## src/rtl/timer_counter_pkg.sv

```systemverilog
// timer_counter_pkg
//   Shared constants for the memory-mapped down-counter timer: register
//   offsets (ADDR[3:2]), FSM state encodings, MODE values and CTRL bit
//   positions. Imported by timer_counter.
package timer_counter_pkg;

    // Register offsets, decoded from ADDR[3:2]
    localparam logic [1:0] REG_CTRL   = 2'b00;
    localparam logic [1:0] REG_PRESET = 2'b01;
    localparam logic [1:0] REG_COUNT  = 2'b10;
    localparam logic [1:0] REG_RSVD   = 2'b11;

    // FSM state encodings
    typedef enum logic [1:0] {
        ST_IDLE = 2'b00,
        ST_LOAD = 2'b01,
        ST_CNT  = 2'b10,
        ST_INT  = 2'b11
    } state_t;

    // MODE values; 2'b10 and 2'b11 are reserved and behave as one-shot
    localparam logic [1:0] MODE_ONESHOT  = 2'b00;
    localparam logic [1:0] MODE_PERIODIC = 2'b01;

    // CTRL bit indices
    localparam int CTRL_EN      = 0;
    localparam int CTRL_MODE_LO = 1;
    localparam int CTRL_MODE_HI = 2;
    localparam int CTRL_IM      = 3;

    // Stored CTRL bits; field order matches the bit indices above
    typedef struct packed {
        logic       im;    // [3]
        logic [1:0] mode;  // [2:1]
        logic       en;    // [0]
    } ctrl_t;

endpackage

```

## src/rtl/timer_counter.sv

```systemverilog
// timer_counter
//   32-bit memory-mapped down-counter timer with interrupt request.
//   Registers (ADDR[3:2]): 00 CTRL {IM, MODE[1:0], EN}, 01 PRESET,
//   10 COUNT (read-only), 11 reserved (reads 0, writes ignored).
//   Ports:
//     clk      system clock
//     reset    asynchronous, active-high reset
//     WE       write strobe (already window-qualified by the bridge)
//     ADDR     byte address, only ADDR[3:2] decoded
//     data_in  store data
//     data_out combinational read data of the selected register
//     IRQ      irq_flag & CTRL.IM
//
// Bus handshake: there is no valid/ready pair on this port. A write is
// accepted unconditionally on every rising edge where WE=1; reads are
// combinational from ADDR with zero latency and never stall.
module timer_counter
    import timer_counter_pkg::*;
(
    input  logic        clk,
    input  logic        reset,
    input  logic        WE,
    input  logic [31:0] ADDR,
    input  logic [31:0] data_in,
    output logic [31:0] data_out,
    output logic        IRQ
);

    // Registered state; state_q is the FSM state visible to checkers
    state_t      state_q, state_d;
    ctrl_t       ctrl_q, ctrl_d;
    logic [31:0] preset_q, preset_d;
    logic [31:0] count_q, count_d;
    logic        irq_flag_q, irq_flag_d;

    logic [1:0]  reg_sel;
    assign reg_sel = ADDR[3:2];

    // Bits outside the decoded fields are intentionally ignored
    logic unused_bits;
    assign unused_bits = ^{ADDR[31:4], ADDR[1:0], data_in[31:4]};

    always_ff @(posedge clk or posedge reset) begin
        if (reset) begin
            state_q    <= ST_IDLE;
            ctrl_q     <= '0;
            preset_q   <= '0;
            count_q    <= '0;
            irq_flag_q <= 1'b0;
        end else begin
            state_q    <= state_d;
            ctrl_q     <= ctrl_d;
            preset_q   <= preset_d;
            count_q    <= count_d;
            irq_flag_q <= irq_flag_d;
        end
    end

    always_comb begin
        state_d    = state_q;
        ctrl_d     = ctrl_q;
        preset_d   = preset_q;
        count_d    = count_q;
        irq_flag_d = irq_flag_q;

        // FSM acts on the CTRL value held before this edge
        unique case (state_q)
            ST_IDLE: begin
                if (ctrl_q.en) state_d = ST_LOAD;
            end
            ST_LOAD: begin
                count_d = preset_q;
                state_d = ST_CNT;
            end
            ST_CNT: begin
                if (!ctrl_q.en) begin
                    state_d = ST_IDLE;
                end else if (count_q > 32'd1) begin
                    count_d = count_q - 32'd1;
                end else begin
                    // Covers PRESET=0 too, so COUNT never wraps
                    count_d    = '0;
                    irq_flag_d = 1'b1;
                    state_d    = ST_INT;
                end
            end
            ST_INT: begin
                if (ctrl_q.mode == MODE_PERIODIC) begin
                    irq_flag_d = 1'b0;
                    state_d    = ST_LOAD;
                end else begin
                    ctrl_d.en = 1'b0;
                    state_d   = ST_IDLE;
                end
            end
            default: state_d = ST_IDLE;
        endcase

        // Software writes are applied last so they override the FSM's
        // EN clear on a colliding edge; CTRL/PRESET writes acknowledge
        // a pending interrupt.
        if (WE) begin
            unique case (reg_sel)
                REG_CTRL: begin
                    ctrl_d     = ctrl_t'(data_in[CTRL_IM:CTRL_EN]);
                    irq_flag_d = 1'b0;
                end
                REG_PRESET: begin
                    preset_d   = data_in;
                    irq_flag_d = 1'b0;
                end
                REG_COUNT, REG_RSVD: ;
                default: ;
            endcase
        end
    end

    always_comb begin
        data_out = '0;
        unique case (reg_sel)
            REG_CTRL:   data_out = {28'd0, ctrl_q.im, ctrl_q.mode[CTRL_MODE_HI-1], ctrl_q.mode[CTRL_MODE_LO-1], ctrl_q.en};
            REG_PRESET: data_out = preset_q;
            REG_COUNT:  data_out = count_q;
            REG_RSVD:   data_out = '0;
            default:    data_out = '0;
        endcase
    end

    assign IRQ = irq_flag_q & ctrl_q.im;

endmodule
```

## config.mk

```make
export PLATFORM = sky130hd
export DESIGN_NAME = timer_counter
export DESIGN_NICKNAME = d
export VERILOG_FILES = /design/src/rtl/timer_counter_pkg.sv /design/src/rtl/timer_counter.sv
export SDC_FILE = /design/constraint.sdc
export NUM_CORES = 1
export LEC_CHECK = 0
export BUFFER_PORTS_ARGS = -buffer_cell sky130_fd_sc_hd__buf_2
export CAP_MARGIN = 20
export CORE_ASPECT_RATIO = 0.8
export CORE_MARGIN = 1.5
export CORE_UTILIZATION = 45
export DETAILED_ROUTE_END_ITERATION = 12
export HOLD_SLACK_MARGIN = 0.02
export PLACE_DENSITY = 0.7
export SKIP_LAST_GASP = 1
export SYNTH_ARGS = -nofsm -noshare
export SYNTH_HDL_FRONTEND = slang
export SYNTH_SLANG_ARGS = --single-unit
```

## constraint.sdc

```tcl
create_clock -name clk -period 3.1 [get_ports clk]
set_clock_uncertainty 0.05 [all_clocks]
set_input_delay 0.62 -clock clk [delete_from_list [all_inputs] [get_ports clk]]
set_output_delay 0.62 -clock clk [all_outputs]
set_load 0.02 [all_outputs]
```

# Word-level counts from Yosys, hierarchy flattened
# Index checks and enable logic that the tools add are counted.
# totals
register_bits	71
in_bits	67
output_inout_bits	33
wordCells	47
# op_classes
n_addsub	1
order_cmp	1
n_eq_ne	10
n_mux	19
bitwise	1
n_reduce_logical	8
# op_table
op	count
$pmux 32 s4	1
$mux 32	2
$pmux 32 s2	1
$gt 32x1->1 const B	1
$sub 32x1->32 const B	1
$mux 1	10
$eq 2x2->1 const B	4
$pmux 2 s4	1
$reduce_and 2->1	4
$eq 2x1->1 const B	3
$mux 2	3
$logic_not 2->1	2
$ne 2x2->1 const B	2
$ne 3x3->1 const B	1
$pmux 1 s2	1
$reduce_bool 2->1	1
$reduce_or 2->1	1
$and 1x1->1	1

# Longest topological paths before layout
# Gate-level depths: netlist of run 1.
# logic_depth
depth_word	6
mapped_depth	8
depth_no_buf	7

# Worst setup path before layout of run 1
# Ideal clock, no wire load.
# synth_timing
kind	input port to output port
start	in ADDR[3]
end	out data_out[10]
t_arrival_ps	1929
slack_ps	501
path_stages	5
path_buffers	2
cell_sequence	clkbuf_1 inv_1 nor2_1 clkbuf_1 a22o_1
# synth_between
elab_chain_cells	2
# synth_rtl
item	line	source
start: declaration	timer_counter.sv:23	input logic [31:0] ADDR,
$eq 2x2->1, or another cell as far along	timer_counter.sv:120	unique case (reg_sel)
$pmux 32 s4 *	timer_counter.sv:120	
end: declaration	timer_counter.sv:25	output logic [31:0] data_out,
# Every way passes the cells marked *; elsewhere a longest branch is shown, timed or not.

# Final worst setup path of run 1
# layout_timing
start	reg count_q[5]
end	reg count_q[0]
# layout_between
elab_chain_cells	4
# layout_rtl
item	line	source
start: declaration	timer_counter.sv:33	logic [31:0] count_q, count_d;
start signal: assignment	timer_counter.sv:54	count_q <= count_d;
$gt 32x1->1	timer_counter.sv:78	end else if (count_q > 32'd1) begin
$mux 32	timer_counter.sv:78	
$mux 32	timer_counter.sv:76	if (!ctrl_q.en) begin
$pmux 32 s2	timer_counter.sv:67	unique case (state_q)
# No other way between the ends. The select of a mux whose other input is x is not followed.
# A chain may end at the register's enable or synchronous reset.

==> impl_metrics.toml, run 1 <==
[status]
status = "complete, no violations"

[global_route]
track_usage = 0.234
grt_antenna_before_repair = 0
met3_usage = 0.0752
grt.busiest_layer = "met2"
grt_pass1_vias = 3410
overflow = 0
grt_max_degree = 72
grt.met1_usage = 0.323
grt_pass1_wl_mm = 17.1
use_met2 = 0.359

[clock_network]
tritoncts = "yes"
cts_made_buffers = 9
post-cts-setup-buffer-count = 0
cts_hold_buf = 0
root_buffer = "clkbuf_8"
clock-sinks = 71
cts.path.max_buffers = 2
clkLatencyLatePin_ns = 0.35
postCtsResizedCells = 0
clk_pin_slew_worst_paths_ns = 0.07
htreeDepth = 3

[synth]
synth_edf_count = 0
synth_nets = 460
synth_seq_cells = 71
synth_ff_type = "dfrtp_1"
synth_warnings = 0
syn_area_per_cell_um2 = 10.1
netlist_instances = 391
syn_area_mm2 = 0.00394
seq_area_frac_synth = 0.452
synthArstFlopShare = 1.00
yosysUniqueCellTypes = 49

[power_and_ir_drop]
switching_share = 0.418
p_sw_mw = 1.65
p_per_area_mw_per_mm2 = 853
p_comb_frac = 0.425
vdd_drop_max_uv = 397
power_frac_clock = 0.166
power.leakage_nw = 2.05
seq_power_share = 0.409
intPower_mw = 2.30

[sta]
finalHoldViolations = 0
fin_setup_tns_ns = 0
worst_slew_pin_slew_ns = 0.717
setup_viol = 0
final_max_slew_viol_count = 0
max_freq_mhz = 357
rsz0062_at_grt = "false"
fin_crit_ns = 2.80
hold_slack_ns = 0.293
finalCritPeriodShare = 0.903
slew_headroom = 0.521

[setup_path]
cp.arrival_ns = 2.98
path_cells = "nor4_1 -> nand4_1 -> o31a_1 -> buf_4 -> a221oi_1 -> a21oi_1"
cp-start-kind = "flip-flop"
end_kind = "flip-flop"
critPathMaxStageDelay_ns = 0.59
required_ns = 3.28
critPathSlowestCell = "nor4_1"
cp_max_fo = 11
worstSetupPathType = "reg -> reg"

[floorplanning]
core_mm2 = 0.00848
io_pins = 100
placementRows = 30
die_x_um = 108
dieArea_mm2 = 0.00932
fp.dieH_um = 86.6
start_util = 0.464

[detailed_routing]
dr.pass1.iters = 5
wl_mm = 10.3
avgViaCountPerCell = 6.08
drc = 0
routed-via-count = 3489
ant_nets = 0
drt_iter0_drc = 239
wl_per_cell_um = 17.9

[layout]
drive_gt1_frac = 0.312
antenna_cells = 0
layout.nets = 528
seq_area_mm2 = 0.00178
fin_util = 0.546
multi_input_area_mm2 = 0.00202
fill_cells = 779
stdcell_area_mm2 = 0.00463
syn2layout_area_growth_pct = 17.7

[min_path]
hp-class = "in -> async"

[place]
postPlaceCellArea_mm2 = 0.00447
dp_hpwl_mm = 6.82
place.gp.congestion = 0.915
port_buffers = 69

[job]
max-cap-violations = 0
==> worst paths after layout <==
path / startpoint / end / slack (ns) / cells after the start
worst max-delay path: count_q[5]$_DFFE_PP0P_ / count_q[0]$_DFFE_PP0P_ / 0.30 / 6
worst min register to register: preset_q[19]$_DFFE_PP0P_ / preset_q[19]$_DFFE_PP0P_ / 0.49 / 1
worst min-delay path: reset / preset_q[7]$_DFFE_PP0P_ / 0.29 / 3
max in group asynchronous: reset / state_q[1]$_DFFE_PP0P_ / 2.40 / 3
min in group clk: WE / irq_flag_q$_DFF_PP0_ / 0.40 / 2
worst max register to register: count_q[5]$_DFFE_PP0P_ / count_q[0]$_DFFE_PP0P_ / 0.30 / 6
==> cells by family (layout without fill, tap and decap cells) <==
group	after synthesis	in the layout	share of synthesized area
flip-flops	71	71	0.452
AND/OR/NAND/NOR	111	111	0.147
adder cells (fa/ha/maj)	2	2	0.00636
buffers and inverters	40	111	0.0407
AO/OA/AOI/OAI	128	128	0.244
multiplexers	39	39	0.110
==> worst max-delay path, delay by kind of cell, from the launching register on <==
kind / cells / cell delay, ns
and+or+nand+nor: 2 / 1.00
DFF: 1 / 0.47
AOI/OAI and AO/OA: 3 / 0.92
buffers and inverters: 1 / 0.24
==> area by class of cell <==
class / count / area share
Timing Repair Buffer: 88 / 0.108
Inverter: 9 / 0.00730
Sequential cell: 71 / 0.384
Multi-Input combinational cell: 280 / 0.435
Clock inverter: 1 / 0.00108
Clock buffer: 13 / 0.0343
Tap cell: 112 / 0.0303
==> placed cells by master, fill, tap and decap left out, drive strengths merged, types with 5 or more instances in the layout <==
| cell | Yosys | final |
|---|---|---|
| a21oi | 8 | 8 |
| a22o | 39 | 39 |
| a32oi | 8 | 8 |
| buf | 6 | 88 |
| clkbuf | 25 | 13 |
| dfrtp | 71 | 71 |
| inv | 8 | 8 |
| mux2 | 35 | 35 |
| nand2 | 27 | 27 |
| nand3 | 7 | 7 |
| nor2 | 16 | 16 |
| nor3 | 17 | 17 |
| nor4 | 10 | 10 |
| o21ai | 33 | 33 |
| o2bb2ai | 9 | 9 |
| o31ai | 7 | 7 |
| o41ai | 5 | 5 |
| or3 | 6 | 6 |
| or4 | 5 | 5 |
==> registers in the layout (all words and copies together) (netlist names) <==
name        flops
irq_flag_q      1
count_q        32
preset_q       32
state_q         2
ctrl_q          4
==> synth_stat cells, drive strengths merged, types with 2 or more instances <==
cell type	count	area, µm²
and2	4	25.0
nor3	17	85.1
nor2b	4	25.0
a21bo	2	20.0
mux2	35	394
nand4	2	12.5
buf	6	32.5
a221o	3	30.0
nand2b	3	18.8
o31ai	7	57.6
o211ai	2	15.0
a22o	39	342
a22oi	3	22.5
a21oi	8	40.0
dfrtp	71	1780
clkbuf	25	93.8
nand3	7	35.0
a32oi	8	70.1
inv	8	30.0
nor4	10	62.6
ha	2	25.0
o41ai	5	43.8
or4	5	41.3
o21ai	33	165
nor2	16	60.1
mux2i	4	40.0
o2bb2ai	9	78.8
and3	4	25.0
or3	6	37.5
nand2	27	101
o31a	2	17.5
==> metrics by stage <==
step	total power, mW	std cells	setup slack, ns
2_1_floorplan	2.74	391	0.501
3_3_place_gp	3.23	560	0.431
3_5_place_dp	3.28	560	0.371
4_1_cts	3.96	574	0.362
5_1_grt	4.24	574	0.113
6_report	3.95	574	0.300
==> routing by layer <==
| layer | vias up | wire length [µm] | part of all wire |
|---|---|---|---|
| met4 | 0 | 63 | 0.0061 |
| li1 | 1631 | - | - |
| met3 | 6 | 698 | 0.068 |
| met5 | - | 0 | 0 |
| met1 | 1733 | 4800 | 0.47 |
| met2 | 119 | 4720 | 0.46 |
==> power groups by stage <==
stage / Combinational [mW] / Clock [mW] / Sequential (mW)
6_report: 1.68 / 0.654 / 1.62
5_1_grt: 1.86 / 0.711 / 1.67
3_5_place_dp: 1.66 / 0 / 1.62
2_1_floorplan: 1.28 / 0 / 1.46
4_1_cts: 1.67 / 0.678 / 1.61
3_3_place_gp: 1.62 / 0 / 1.61
No activity file was read; power rests on OpenSTA's default activity.
==> run 2: changes to the inputs <==
--- a/config.mk
+++ b/config.mk
@@ -7,7 +7,7 @@
 export LEC_CHECK = 0
 export BUFFER_PORTS_ARGS = -buffer_cell sky130_fd_sc_hd__buf_2
 export CAP_MARGIN = 20
-export CORE_ASPECT_RATIO = 0.8
+export CORE_ASPECT_RATIO = 2
 export CORE_MARGIN = 1.5
 export CORE_UTILIZATION = 45
 export DETAILED_ROUTE_END_ITERATION = 12
==> impl_metrics.toml, run 2 (same netlist as run 1, synthesis figures left out) <==
[layout]
top_regs = "count_q (32), preset_q (32), ctrl_q (4)"
syn2layout_area_growth_pct = 20.7
multi_input_area_mm2 = 0.00202
final_common_cell = "dfrtp_1"
fill_cells = 789
layout.nets = 529
drive_gt1_frac = 0.313
layout_common_cells = "71 x dfrtp_1, 69 x buf_2, 39 x a22o_1, 35 x mux2_2, 33 x o21ai_0"
antenna_cells = 0
seq_area_mm2 = 0.00178
stdcell_area_mm2 = 0.00475
fin_util = 0.553

[setup_path]
path_cells = "inv_1 -> ha_1 -> or4b_1 -> or3_1 -> or3_1 -> o311ai_0 -> nand3_1"
crit_path_end = "count_q[28]$_DFFE_PP0P_"
worstSetupPathType = "reg -> reg"
end_kind = "flip-flop"
worst_r2r_path_depth = 7
critPathTopFamily = "simple AND/OR/NAND/NOR gates"
required_ns = 3.24
critPathMaxStageDelay_ns = 0.48
reg2reg_to = "count_q[28]$_DFFE_PP0P_"
worst-path-buf-inv = 1
critPathSlowestCell = "or4b_1"
critPathLaunch = "count_q[0]$_DFFE_PP0P_"
r2r-start = "count_q[0]$_DFFE_PP0P_"
cp_max_fo = 6
cp.arrival_ns = 2.87
r2r_setup_slack_ns = 0.37
worst_path_most_repeated_cell = "or3_1"
cp.depth = 7
cp-start-kind = "flip-flop"

[global_route]
grt.busiest_layer = "met2"
overflow = 0
grt_antenna_before_repair = 0
track_usage = 0.233
met3_usage = 0.0387
use_met2 = 0.419
grt_pass1_vias = 3451
grt.met1_usage = 0.268
grt_pass1_wl_mm = 17.4
grt_max_degree = 72

[sta]
fin_crit_ns = 2.73
finalCritPeriodShare = 0.880
max_freq_mhz = 366
finalHoldViolations = 0
setup_viol = 0
final_max_slew_viol_count = 0
fin_setup_tns_ns = 0
slew_headroom = 0.381
worst_slew_pin_slew_ns = 0.922
hold_slack_ns = 0.317
rsz0062_at_grt = "false"

[power_and_ir_drop]
power.leakage_nw = 2.11
p_per_area_mw_per_mm2 = 899
vdd_drop_max_uv = 431

[detailed_routing]
avgViaCountPerCell = 6.12
wl_mm = 10.5
wl_per_cell_um = 18.6
ant_nets = 0
routed-via-count = 3452
drc = 0
drt_iter0_drc = 335
dr.pass1.iters = 4

[clock_network]
clock-sinks = 71
htreeDepth = 3
root_buffer = "clkbuf_16"
clk_pin_slew_worst_paths_ns = 0.05
tritoncts = "yes"
cts_made_buffers = 9
cts.path.max_buffers = 2
clkLatencyLatePin_ns = 0.33
cts_hold_buf = 0
post-cts-setup-buffer-count = 0
postCtsResizedCells = 0

[status]
status = "complete, no violations"

[floorplanning]
fp.dieH_um = 135
core_mm2 = 0.00859
dieArea_mm2 = 0.00935
die_x_um = 69.1
placementRows = 48
io_pins = 100
start_util = 0.458

[place]
postPlaceCellArea_mm2 = 0.00447
port_buffers = 69
dp_hpwl_mm = 7.44
place.gp.congestion = 0.876

[job]
max-cap-violations = 0

[min_path]
hp-class = "in -> async"
-- run 2: changes by cell type in the layout (fill, tap and decap cells not counted) --
cell       change
clkbuf_16      +9
clkinv_2       -1
clkbuf_1       +1
clkbuf_8       -8
buf_12         +1
-- run 2: worst min path at each step --
stage	start	endpoint	slack, ns	cells past startpoint
floorplan	count_q[17]$_DFFE_PP0P_	count_q[17]$_DFFE_PP0P_	0.43	1
global placement	ctrl_q[1]$_DFFE_PP0P_	ctrl_q[1]$_DFFE_PP0P_	0.46	1
detailed placement	ctrl_q[1]$_DFFE_PP0P_	ctrl_q[1]$_DFFE_PP0P_	0.47	1
CTS	reset	count_q[21]$_DFFE_PP0P_	0.33	3
global route	reset	preset_q[25]$_DFFE_PP0P_	0.35	3
finish	reset	preset_q[29]$_DFFE_PP0P_	0.32	3
-- run 2: metrics by stage --
step,total power [mW],std cells,setup WS [ns]
3_3_place_gp,3.23,549,0.434
6_report,4.27,564,0.371
5_1_grt,4.54,564,0.184
2_1_floorplan,2.74,391,0.501
4_1_cts,4.27,564,0.366
3_5_place_dp,3.30,549,0.388
-- run 2: power by group --
group          switching [mW]  internal [mW]
sequential              0.398           1.23
clock                   0.360          0.603
combinational           0.942          0.733
-- run 2: layout make-up --
cell class	count	share of cell area
inverters	9	0.00711
flip-flops and latches	71	0.374
clock buffers	15	0.0585
multi-input cells	280	0.424
repair buffers	89	0.110
well taps	100	0.0263
-- run 2: metal layers --
layer / share of wire / vias to the layer above
met2: 0.55 / 109
met4: 0.025 / 0
met1: 0.38 / 1683
li1: - / 1642
met3: 0.043 / 18
met5: 0 / -
-- run 2: tightest hold or removal path: cells and delay by family --
family	cells	cell delay [ns]
buf+inv	3	0.48
